File: config.mk
export PLATFORM = sky130hd
export DESIGN_NAME = mips_mc_controller_flat
export DESIGN_NICKNAME = d
export VERILOG_FILES = /design/src/rtl/mips_pkg.sv /design/src/rtl/mips_mc_controller_if.sv /design/src/rtl/mips_mc_controller_alu_decoder.sv /design/src/rtl/mips_mc_controller.sv /design/src/flat_wrapper.sv
export SDC_FILE = /design/constraint.sdc
export NUM_CORES = 1
export LEC_CHECK = 0
export ABC_AREA = 0
export BUFFER_PORTS_ARGS = -buffer_cell sky130_fd_sc_hd__buf_2
export CORE_AREA = 2 2 41 43
export CTS_BUF_LIST = sky130_fd_sc_hd__clkbuf_8
export DETAILED_ROUTE_END_ITERATION = 16
export DIE_AREA = 0 0 43 45
export GPL_TIMING_DRIVEN = 0
export PLACE_DENSITY = 0.77
export SLEW_MARGIN = 0
export SYNTH_ARGS = -nofsm -noshare
export SYNTH_HDL_FRONTEND = slang
export SYNTH_SLANG_ARGS = --single-unit
File: constraint.sdc
create_clock -name clk -period 2.88 [get_ports clk]
set_input_delay 0.144 -clock clk [delete_from_list [all_inputs] [get_ports clk]]
set_output_delay 0.144 -clock clk [all_outputs]
set_load 0.1 [all_outputs]
File: src/rtl/mips_pkg.sv
`default_nettype none
// ----------------------------------------------------------------------------
// mips_pkg : shared types and constants for the multi-cycle MIPS controller
// Revision : 1.0
// ----------------------------------------------------------------------------
package mips_pkg;

  localparam int ALUC_W = 3;
  localparam int OP_W   = 6;

  typedef enum logic [3:0] {
    S_FETCH   = 4'd0,
    S_DECODE  = 4'd1,
    S_MEMADR  = 4'd2,
    S_MEMRD   = 4'd3,
    S_MEMWB   = 4'd4,
    S_MEMWR   = 4'd5,
    S_EXECUTE = 4'd6,
    S_ALUWB   = 4'd7,
    S_BRANCH  = 4'd8,
    S_ADDIEX  = 4'd9,
    S_ADDIWB  = 4'd10,
    S_JUMP    = 4'd11
  } state_t;

  typedef enum logic [1:0] {
    ALUOP_ADD   = 2'd0,
    ALUOP_SUB   = 2'd1,
    ALUOP_FUNCT = 2'd2
  } aluop_t;

  localparam logic [OP_W-1:0] OP_RTYPE = 6'b000000;
  localparam logic [OP_W-1:0] OP_LW    = 6'b100011;
  localparam logic [OP_W-1:0] OP_SW    = 6'b101011;
  localparam logic [OP_W-1:0] OP_BEQ   = 6'b000100;
  localparam logic [OP_W-1:0] OP_ADDI  = 6'b001000;
  localparam logic [OP_W-1:0] OP_J     = 6'b000010;

  localparam logic [OP_W-1:0] FN_ADD = 6'b100000;
  localparam logic [OP_W-1:0] FN_SUB = 6'b100010;
  localparam logic [OP_W-1:0] FN_AND = 6'b100100;
  localparam logic [OP_W-1:0] FN_OR  = 6'b100101;
  localparam logic [OP_W-1:0] FN_SLT = 6'b101010;

  localparam logic [ALUC_W-1:0] ALU_AND = 3'd0;
  localparam logic [ALUC_W-1:0] ALU_OR  = 3'd1;
  localparam logic [ALUC_W-1:0] ALU_ADD = 3'd2;
  localparam logic [ALUC_W-1:0] ALU_SUB = 3'd6;
  localparam logic [ALUC_W-1:0] ALU_SLT = 3'd7;

endpackage
`default_nettype wire

File: src/rtl/mips_mc_controller_if.sv
`default_nettype none
// ----------------------------------------------------------------------------
// mips_mc_controller_if : controller <-> datapath signal bundle
// Revision : 1.0
// ----------------------------------------------------------------------------
interface mips_mc_controller_if;
  import mips_pkg::*;

  logic [OP_W-1:0]   op;
  logic [OP_W-1:0]   funct;
  logic              zero;
  logic              pcen;
  logic              iord;
  logic              memwrite;
  logic              irwrite;
  logic              regdst;
  logic              memtoreg;
  logic              regwrite;
  logic              alusrca;
  logic [1:0]        alusrcb;
  logic [1:0]        pcsrc;
  logic [ALUC_W-1:0] ALUcontrol;
  logic              illegal_op;

  modport master (
    input  op, funct, zero,
    output pcen, iord, memwrite, irwrite, regdst, memtoreg, regwrite,
           alusrca, alusrcb, pcsrc, ALUcontrol, illegal_op
  );

  modport slave (
    output op, funct, zero,
    input  pcen, iord, memwrite, irwrite, regdst, memtoreg, regwrite,
           alusrca, alusrcb, pcsrc, ALUcontrol, illegal_op
  );

endinterface
`default_nettype wire

File: src/rtl/mips_mc_controller_alu_decoder.sv
`default_nettype none
// ----------------------------------------------------------------------------
// alu_decoder : maps (ALUOp, funct) to the 3-bit ALUcontrol code
// Revision : 1.0
// ----------------------------------------------------------------------------
module alu_decoder
  import mips_pkg::*;
(
  input  aluop_t            aluop,
  input  logic [OP_W-1:0]   funct,
  output logic [ALUC_W-1:0] alucontrol
);

  always_comb begin
    alucontrol = ALU_ADD;
    case (aluop)
      ALUOP_SUB: alucontrol = ALU_SUB;
      ALUOP_FUNCT: begin
        // Unknown funct falls back to add; no trap is raised.
        case (funct)
          FN_SUB:  alucontrol = ALU_SUB;
          FN_AND:  alucontrol = ALU_AND;
          FN_OR:   alucontrol = ALU_OR;
          FN_SLT:  alucontrol = ALU_SLT;
          default: alucontrol = ALU_ADD;
        endcase
      end
      default: alucontrol = ALU_ADD;
    endcase
  end

endmodule
`default_nettype wire

File: src/rtl/mips_mc_controller.sv
`default_nettype none
// ----------------------------------------------------------------------------
// mips_mc_controller : Moore FSM sequencing fetch/decode/execute/mem/writeback
// Revision : 1.0
// ----------------------------------------------------------------------------
module mips_mc_controller
  import mips_pkg::*;
(
  input  logic                 clk,
  input  logic                 reset_n,
  mips_mc_controller_if.master bus
);

  state_t r_state;
  state_t w_next;
  aluop_t w_aluop;
  aluop_t w_aluop_g;
  logic   w_pcwrite, w_branch, w_iord, w_memwrite, w_irwrite, w_regdst;
  logic   w_memtoreg, w_regwrite, w_alusrca, w_illegal;
  logic [1:0] w_alusrcb, w_pcsrc;

  always_ff @(posedge clk or negedge reset_n) begin
    if (!reset_n) r_state <= S_FETCH;
    else          r_state <= w_next;
  end

  always_comb begin
    w_next     = S_FETCH;
    w_aluop    = ALUOP_ADD;
    w_pcwrite  = 1'b0;
    w_branch   = 1'b0;
    w_iord     = 1'b0;
    w_memwrite = 1'b0;
    w_irwrite  = 1'b0;
    w_regdst   = 1'b0;
    w_memtoreg = 1'b0;
    w_regwrite = 1'b0;
    w_alusrca  = 1'b0;
    w_alusrcb  = 2'b00;
    w_pcsrc    = 2'b00;
    w_illegal  = 1'b0;
    case (r_state)
      S_FETCH: begin
        w_alusrcb = 2'b01;
        w_irwrite = 1'b1;
        w_pcwrite = 1'b1;
        w_next    = S_DECODE;
      end
      S_DECODE: begin
        w_alusrcb = 2'b11;
        case (bus.op)
          OP_LW, OP_SW: w_next = S_MEMADR;
          OP_RTYPE:     w_next = S_EXECUTE;
          OP_BEQ:       w_next = S_BRANCH;
          OP_ADDI:      w_next = S_ADDIEX;
          OP_J:         w_next = S_JUMP;
          default: begin
            w_next    = S_FETCH;
            w_illegal = 1'b1;
          end
        endcase
      end
      S_MEMADR: begin
        w_alusrca = 1'b1;
        w_alusrcb = 2'b10;
        w_next    = (bus.op == OP_LW) ? S_MEMRD : S_MEMWR;
      end
      S_MEMRD: begin
        w_iord = 1'b1;
        w_next = S_MEMWB;
      end
      S_MEMWB: begin
        w_memtoreg = 1'b1;
        w_regwrite = 1'b1;
      end
      S_MEMWR: begin
        w_iord     = 1'b1;
        w_memwrite = 1'b1;
      end
      S_EXECUTE: begin
        w_alusrca = 1'b1;
        w_aluop   = ALUOP_FUNCT;
        w_next    = S_ALUWB;
      end
      S_ALUWB: begin
        w_regdst   = 1'b1;
        w_regwrite = 1'b1;
      end
      S_BRANCH: begin
        w_alusrca = 1'b1;
        w_aluop   = ALUOP_SUB;
        w_pcsrc   = 2'b01;
        w_branch  = 1'b1;
      end
      S_ADDIEX: begin
        w_alusrca = 1'b1;
        w_alusrcb = 2'b10;
        w_next    = S_ADDIWB;
      end
      S_ADDIWB: w_regwrite = 1'b1;
      S_JUMP: begin
        w_pcsrc   = 2'b10;
        w_pcwrite = 1'b1;
      end
      default: w_next = S_FETCH;
    endcase
  end

  // Reset masks the decode so no write or select escapes while reset_n is low.
  assign w_aluop_g      = reset_n ? w_aluop : ALUOP_ADD;
  assign bus.pcen       = reset_n & (w_pcwrite | (w_branch & bus.zero));
  assign bus.iord       = reset_n & w_iord;
  assign bus.memwrite   = reset_n & w_memwrite;
  assign bus.irwrite    = reset_n & w_irwrite;
  assign bus.regdst     = reset_n & w_regdst;
  assign bus.memtoreg   = reset_n & w_memtoreg;
  assign bus.regwrite   = reset_n & w_regwrite;
  assign bus.alusrca    = reset_n & w_alusrca;
  assign bus.alusrcb    = reset_n ? w_alusrcb : 2'b00;
  assign bus.pcsrc      = reset_n ? w_pcsrc : 2'b00;
  assign bus.illegal_op = reset_n & w_illegal;

  alu_decoder u_alu_decoder (
    .aluop      (w_aluop_g),
    .funct      (bus.funct),
    .alucontrol (bus.ALUcontrol)
  );

endmodule
`default_nettype wire

File: src/flat_wrapper.sv
// flat-port wrapper written by rule: the top's interface ports become plain ports
module mips_mc_controller_flat import mips_pkg::*;
  (clk, reset_n, bus_op, bus_funct, bus_zero, bus_pcen, bus_iord, bus_memwrite, bus_irwrite, bus_regdst, bus_memtoreg, bus_regwrite, bus_alusrca, bus_alusrcb, bus_pcsrc, bus_ALUcontrol, bus_illegal_op);
  mips_mc_controller_if bus_i ();
  input  logic clk;
  input  logic reset_n;
  input wire logic [$bits(bus_i.op)-1:0] bus_op;
  input wire logic [$bits(bus_i.funct)-1:0] bus_funct;
  input wire logic [$bits(bus_i.zero)-1:0] bus_zero;
  output wire logic [$bits(bus_i.pcen)-1:0] bus_pcen;
  output wire logic [$bits(bus_i.iord)-1:0] bus_iord;
  output wire logic [$bits(bus_i.memwrite)-1:0] bus_memwrite;
  output wire logic [$bits(bus_i.irwrite)-1:0] bus_irwrite;
  output wire logic [$bits(bus_i.regdst)-1:0] bus_regdst;
  output wire logic [$bits(bus_i.memtoreg)-1:0] bus_memtoreg;
  output wire logic [$bits(bus_i.regwrite)-1:0] bus_regwrite;
  output wire logic [$bits(bus_i.alusrca)-1:0] bus_alusrca;
  output wire logic [$bits(bus_i.alusrcb)-1:0] bus_alusrcb;
  output wire logic [$bits(bus_i.pcsrc)-1:0] bus_pcsrc;
  output wire logic [$bits(bus_i.ALUcontrol)-1:0] bus_ALUcontrol;
  output wire logic [$bits(bus_i.illegal_op)-1:0] bus_illegal_op;
  assign bus_i.op = bus_op;
  assign bus_i.funct = bus_funct;
  assign bus_i.zero = bus_zero;
  assign bus_pcen = bus_i.pcen;
  assign bus_iord = bus_i.iord;
  assign bus_memwrite = bus_i.memwrite;
  assign bus_irwrite = bus_i.irwrite;
  assign bus_regdst = bus_i.regdst;
  assign bus_memtoreg = bus_i.memtoreg;
  assign bus_regwrite = bus_i.regwrite;
  assign bus_alusrca = bus_i.alusrca;
  assign bus_alusrcb = bus_i.alusrcb;
  assign bus_pcsrc = bus_i.pcsrc;
  assign bus_ALUcontrol = bus_i.ALUcontrol;
  assign bus_illegal_op = bus_i.illegal_op;
  mips_mc_controller u_core (.clk(clk), .reset_n(reset_n), .bus(bus_i));
endmodule
# --- Yosys cells after proc, flatten, opt, wreduce, memory -nomap -nowiden ---
# Cells that the tools add are included.
# Widths: inputs -> output; s select.
op_classes:
  eq_ne: 22
  n_mux: 22
  n_bitwise: 11
  reduce_logical: 9
ops:
  columns: ["cell", "n"]
  rows:
  - ["$eq 6x6->1 const B", 6]
  - ["$pmux 4 s6", 1]
  - ["$pmux 4 s5", 1]
  - ["$eq 4x3->1 const B", 4]
  - ["$eq 4x4->1 const B", 4]
  - ["$pmux 3 s4", 1]
  - ["$mux 1", 11]
  - ["$and 1x1->1", 10]
  - ["$eq 4x2->1 const B", 2]
  - ["$pmux 2 s2", 2]
  - ["$reduce_or 2->1", 4]
  - ["$eq 6x2->1 const B", 1]
  - ["$eq 6x3->1 const B", 1]
  - ["$eq 6x4->1 const B", 1]
  - ["$logic_not 6->1", 1]
  - ["$mux 2", 3]
  - ["$pmux 2 s3", 1]
  - ["$pmux 3 s2", 1]
  - ["$reduce_or 6->1", 1]
  - ["$eq 4x1->1 const B", 1]
  - ["$logic_not 4->1", 1]
  - ["$reduce_or 4->1", 1]
  - ["$mux 3", 1]
  - ["$reduce_or 3->1", 1]
  - ["other kinds (3)", 3]
word_totals:
  register_bits: 4
  input_bits: 15
  output_inout_bits: 16
  word_cells: 65

# --- Longest topological paths before layout ---
depth:
  ltp_word: 5
  ltp_mapped: 8
  ltp_nobuf: 7

# --- Cells and area by module ---
# Synthesis repeated with hierarchy kept, for this count alone.
unflattened:
  hier_cells: 89
  area_unflattened_um2: 631.9
modules_own_cells:
  columns: ["mod", "n_inst", "cells_each", "area_each_um2", "seq_area_each_um2"]
  rows:
  - ["mips_mc_controller", 1, 74, 513.0, 100.1]
  - ["alu_decoder", 1, 15, 118.9, 0.0]

# --- Least setup slack after synthesis ---
# OpenSTA, ideal clock, no wires.
synth_path:
  kind: "reg2out"
  start: "reg u_core.r_state[2]"
  end: "out bus_illegal_op"
  arrival_ps: 5365
  t_required_ps: 2736
  setup_slack_ps: -2629
  path_stages_with_launch: 4
  n_path_buf: 0
  cell_sequence: "dfrtp_1 > nand2b_1 > nand2b_1 > a2111oi_0"
synth_between:
  elab_chain_len: 3
synth_rtl:
  columns: ["element", "line", "text"]
  rows:
  - ["start: declaration", "mips_mc_controller.sv:14", "state_t r_state;"]
  - ["start signal: assignment", "mips_mc_controller.sv:24", "else r_state <= w_next;"]
  - ["$eq 4x1->1", "mips_mc_controller.sv:42", "case (r_state)"]
  - ["$mux 1", "mips_mc_controller.sv:42", null]
  - ["$and 1x1->1", "mips_mc_controller.sv:121", "assign bus.illegal_op = reset_n & w_illegal;"]
  - ["end: declaration", "flat_wrapper.sv:21", "output wire logic [$bits(bus_i.illegal_op)-1:0] bus_illegal_op;"]
# Every way passes these cells.

# --- Final worst setup path ---
layout_path:
  start: "reg u_core.r_state[2]"
  end: "out bus_ALUcontrol[2]"
layout_between:
  elab_chain_len: 5
  elab_cells_between_ends: 7
  classes_between: "4 x eq/ne; 3 x mux"
layout_rtl:
  columns: ["element", "line", "text"]
  rows:
  - ["$eq 4x4->1 / $eq 4x3->1 (equally long branches)", "mips_mc_controller.sv:42", null]
  - ["$pmux 2 s2 (*)", "mips_mc_controller.sv:42", null]
  - ["$mux 2 (*)", "mips_mc_controller.sv:110", "assign w_aluop_g = reset_n ? w_aluop : ALUOP_ADD;"]
  - ["$eq 2x2->1 / $eq 2x1->1 (equally long branches)", "mips_mc_controller_alu_decoder.sv:16", "case (aluop)"]
  - ["$pmux 3 s2 (*)", "mips_mc_controller_alu_decoder.sv:16", null]
  - ["end: declaration", "flat_wrapper.sv:20", "output wire logic [$bits(bus_i.ALUcontrol)-1:0] bus_ALUcontrol;"]
# Mark *: on every way between the ends. The rest lies on a longest branch, timed or not.

==> qor_table.md <==
| Item | Reported | Unit |
|:---|:---|:---|
| Run status | complete, no violations | - |
| Count of final max-slew check failures | 0 | - |
| Proportion of power drawn by the clock network | 19.1 | % |
| Portion of total power attributed to combinational logic | 67.3 | % |
| Crit-path slowest cell | sky130_fd_sc_hd__buf_2 | - |
| Reported net switching power | 0.372 | mW |
| Top flop regs | u_core.r_state (4) | - |
| Worst r2r path cells | 3 | - |
| Yosys warnings | 0 | - |
| Floorplan die area | 1940 | um2 |
| Filler instances | 168 | - |
| Synthesized-area fraction occupied by and/or/nand/nor cells | 40.0 | % |
| Hold Crit Depth | 4 | - |
| Data arrival time of the critical path | 2240 | ps |
| P_int | 0.249 | mW |
| Final worst hold slack | 288 | ps |
| Endpoint of the worst hold path | u_core.r_state[0] | - |
| Setup Total Neg Slack | 0 | ps |
| Initial antenna violation count | 0 | - |
| Worst max-slew margin expressed relative to the limit | 67.6 | % |
| Distinct cell type count after synthesis | 32 | - |
| Largest cells by area after synthesis | sky130_fd_sc_hd__dfrtp_1, sky130_fd_sc_hd__nor3_1, sky130_fd_sc_hd__nor2_1 | - |
| Total detailed-routing wirelength | 1500 | um |
| Post-synth top area share | 17.6 | % |
| Register with the most flip-flops | u_core.r_state | - |
| Horizontal extent of the die | 43 | um |
| Final period utilization | 82.8 | % |
| Initial Util | 38.7 | % |
| Synthesized netlist net count | 98 | - |
| Reg2reg end | u_core.r_state[1] | - |
| Worst path required time | 2740 | ps |
| Setup Buffers After CTS | 0 | - |
| Post-layout min period | 2390 | ps |
| Number of port buffers | 29 | - |
| Master cell of the clock root buffer | sky130_fd_sc_hd__clkbuf_8 | - |
| Residual antenna-violating net count after detailed routing | 0 | - |
| Pwr/cell area | 772 | nW/um2 |
| Type of the worst setup path | reg2out | - |
| IR Drop Worst-Case VDD | 510 | uV |
| Clock Pin Slew Worst Setup and Hold Paths | 30 | ps |
| Xor/xnor share of the synthesized area | 4.62 | % |
| ANT cells | 0 | - |
| Top Ports | 31 | - |
| CTS Buf Count | 3 | - |
| Cells after Synth | 81 | - |
| Clock Sinks | 4 | - |
| Vias in the first global route | 614 | - |
| Post-synthesis register bit count | 4 | - |
| Register area share after synthesis | 17.6 | % |
| Hold crit path type | in2reg | - |
| First-pass GRT wire length | 2540 | um |
| Final setup violating endpoints | 0 | - |
| Sum of net half-perimeters after detailed placement | 1180 | um |
| Total number of vias | 699 | - |
| Count of maximum capacitance violations | 0 | - |
| Fmax | 0.419 | GHz |
| Number of levels in the clock H-tree | 1 | - |
| Setup repair after global routing missed its margin | false | - |
| Detailed-router iteration count before antenna repair | 4 | - |
| Final Net Count | 133 | - |
| GPL Wtd Cong | 0.731 | - |
| Maximum number of pins on one net before global-route repair | 11 | - |
| Pin slew with the least headroom to its limit | 489 | ps |
| Cells traversed along the worst timing path | buf_4 > and2b_1 > nand2_1 > or3_1 > inv_2 > ha_1 > a31oi_1 > nor2_2 > buf_2 | - |
| Combinational family with the most area after synthesis | simple AND/OR/NAND/NOR gates | - |
| Fraction of final layout cells sized beyond drive strength 1 | 40.4 | % |
| HP Start | bus_op[0] | - |
| Placeable core area | 1470 | um2 |
| FF-to-FF Start | u_core.r_state[3] | - |
| Clock tree from TritonCTS | built | - |
| Layout overhead on the synthesized area | 41.3 | % |
| Part of the power in registers | 13.6 | % |
| Startpoint kind of the worst setup timing path | flip-flop | - |
| Crit Path Max Fanout | 10 | - |
| Synth area leader | sky130_fd_sc_hd__dfrtp_1 | - |
| Die height | 45 | um |
| Total standard cell area after synthesis | 569 | um2 |
| Gr usage total | 17.7 | % |
| Reg2reg setup slack | 1680 | ps |
| Count of unresolved DRC violations after routing | 0 | - |
| Total of cells resized after clock tree synthesis | 0 | - |
| Number of buffers on the longest clock path | 2 | - |
| DRC violation total after the first TritonRoute iteration | 8 | - |
| Count of endpoints failing hold in the final timing report | 0 | - |
| Leakage power total | 0.372 | nW |
| Post-DR wirelength/cell | 11.5 | um |
| Flip-flop count of the largest register after layout | 4 | - |
| Post-Synthesis Mean Instance Area | 7.03 | um2 |
| Fraction of synthesized area in multiplexers | 1.76 | % |
| Proportion of total power due to net switching | 59.9 | % |
| Area fraction in compound gates after synthesis | 24.2 | % |
| Highest cell delay on the worst timing path | 420 | ps |
| Clock latency on the worst-skew pair | 220 | ps |
| Adder-cell share of the synthesized area | 4.40 | % |
| Detail-routed via count per cell | 5.38 | - |
| Floorplan row count | 14 | - |
| Endpoint type of the worst setup path | output pin | - |
| Clk_skew | 3.42 | ps |
| Congestion Overflow GR | 0 | - |
layout make-up:
type                            instances  area (um2)  share of cell area [%]
Buffer                                  5        27.5                    3.42
Clock buffer                            3        41.3                    5.13
Inverter                                4        15.0                    1.87
Multi-Input combinational cell         68         445                    55.4
Sequential cell                         4         100                    12.4
Tap cell                               16        20.0                    2.49
Timing Repair Buffer                   30         155                    19.3
what timing repair did:
action | 4_1_cts | 5_1_grt
hold endpoints to repair | 4 | 0
hold buffers | 1 | 0
endpoints found under the setup margin | 0 | 0
critical path: cells and delay by family, from the launching register on:
| kind | cells | cell delay [ps] |
|---|---|---|
| and+or+nand+nor | 4 | 750 |
| buffers and inverters | 3 | 650 |
| DFF | 1 | 340 |
| adders and majority gates | 1 | 180 |
| AOI/OAI and AO/OA | 1 | 110 |
worst max path at each step:
stage	slack [ps]	from	endpoint	cells past startpoint
3_3_place_gp	790	u_core.r_state[2]	bus_ALUcontrol[2]	9
4_1_cts	470	reset_n	bus_ALUcontrol[2]	9
2_1_floorplan	4	u_core.r_state[0]	bus_pcsrc[1]	3
3_5_place_dp	710	u_core.r_state[2]	bus_ALUcontrol[2]	9
5_1_grt	310	u_core.r_state[2]	bus_ALUcontrol[2]	9
6_report	490	u_core.r_state[2]	bus_ALUcontrol[2]	9
cells in the mapped netlist:
cell	instances
sky130_fd_sc_hd__a2111oi_0	1
sky130_fd_sc_hd__a2111oi_2	1
sky130_fd_sc_hd__a211o_1	1
sky130_fd_sc_hd__a211oi_2	1
sky130_fd_sc_hd__a21oi_1	2
sky130_fd_sc_hd__a221oi_1	1
sky130_fd_sc_hd__a22oi_1	1
sky130_fd_sc_hd__a2bb2oi_1	1
sky130_fd_sc_hd__a31oi_1	4
sky130_fd_sc_hd__and2_1	1
sky130_fd_sc_hd__and2b_1	1
sky130_fd_sc_hd__buf_2	4
sky130_fd_sc_hd__buf_4	1
sky130_fd_sc_hd__dfrtp_1	4
sky130_fd_sc_hd__ha_1	2
sky130_fd_sc_hd__inv_1	2
sky130_fd_sc_hd__inv_2	2
sky130_fd_sc_hd__mux2i_1	1
sky130_fd_sc_hd__nand2_1	7
sky130_fd_sc_hd__nand2b_1	4
sky130_fd_sc_hd__nand3_1	4
sky130_fd_sc_hd__nor2_1	9
sky130_fd_sc_hd__nor2b_1	4
sky130_fd_sc_hd__nor3_1	7
sky130_fd_sc_hd__nor3b_1	2
sky130_fd_sc_hd__nor4_1	1
sky130_fd_sc_hd__nor4b_1	1
sky130_fd_sc_hd__o21ai_0	2
sky130_fd_sc_hd__o21ai_1	2
sky130_fd_sc_hd__o22ai_2	1
sky130_fd_sc_hd__or3_1	3
sky130_fd_sc_hd__xnor2_1	3
power groups by stage:
stage               registers [mW]  clock network (mW)  logic (mW)
floorplan                   0.0810                   0       0.350
global placement            0.0849                   0       0.412
detailed placement          0.0845                   0       0.415
CTS                         0.0838               0.120       0.418
global route                0.0875               0.126       0.441
finish                      0.0845               0.118       0.418
per-layer routing:
layer / GRT usage [%] / routed length (um)
met5: 0 / 0
met4: 10.9 / 21
met3: 2.40 / 84
met2: 31.5 / 770
met1: 20.2 / 623
cells by family (layout without fill, tap and decap cells):
group	count (synthesis)	in the layout
flip-flops	4	4
AO/OA/AOI/OAI	18	18
AND/OR/NAND/NOR	44	44
adder cells (fa/ha/maj)	2	2
buffers and inverters	9	42
XOR/XNOR	3	3
multiplexers	1	1
through the flow:
step                      std cells  total power [mW]  util (%)  instance area, um2  setup slack [ps]
after floorplan                  81             0.431         -                 588              4.38
after global placement          126             0.497      51.2                 753               789
after detailed placement        126             0.500      51.2                 753               708
after CTS                       130             0.622      54.7                 805               472
after global routing            130             0.654      54.7                 805               306
final                           130             0.621      54.7                 805               494
placed cells by master, fill, tap and decap left out, drive strengths merged, types with 4 or more instances in the layout:
cell / count
a31oi: 4
buf: 34
dfrtp: 4
inv: 4
nand2: 7
nand2b: 4
nand3: 4
nor2: 9
nor2b: 4
nor3: 7
o21ai: 4
Note: power is estimated with default switching activity, not from simulation.
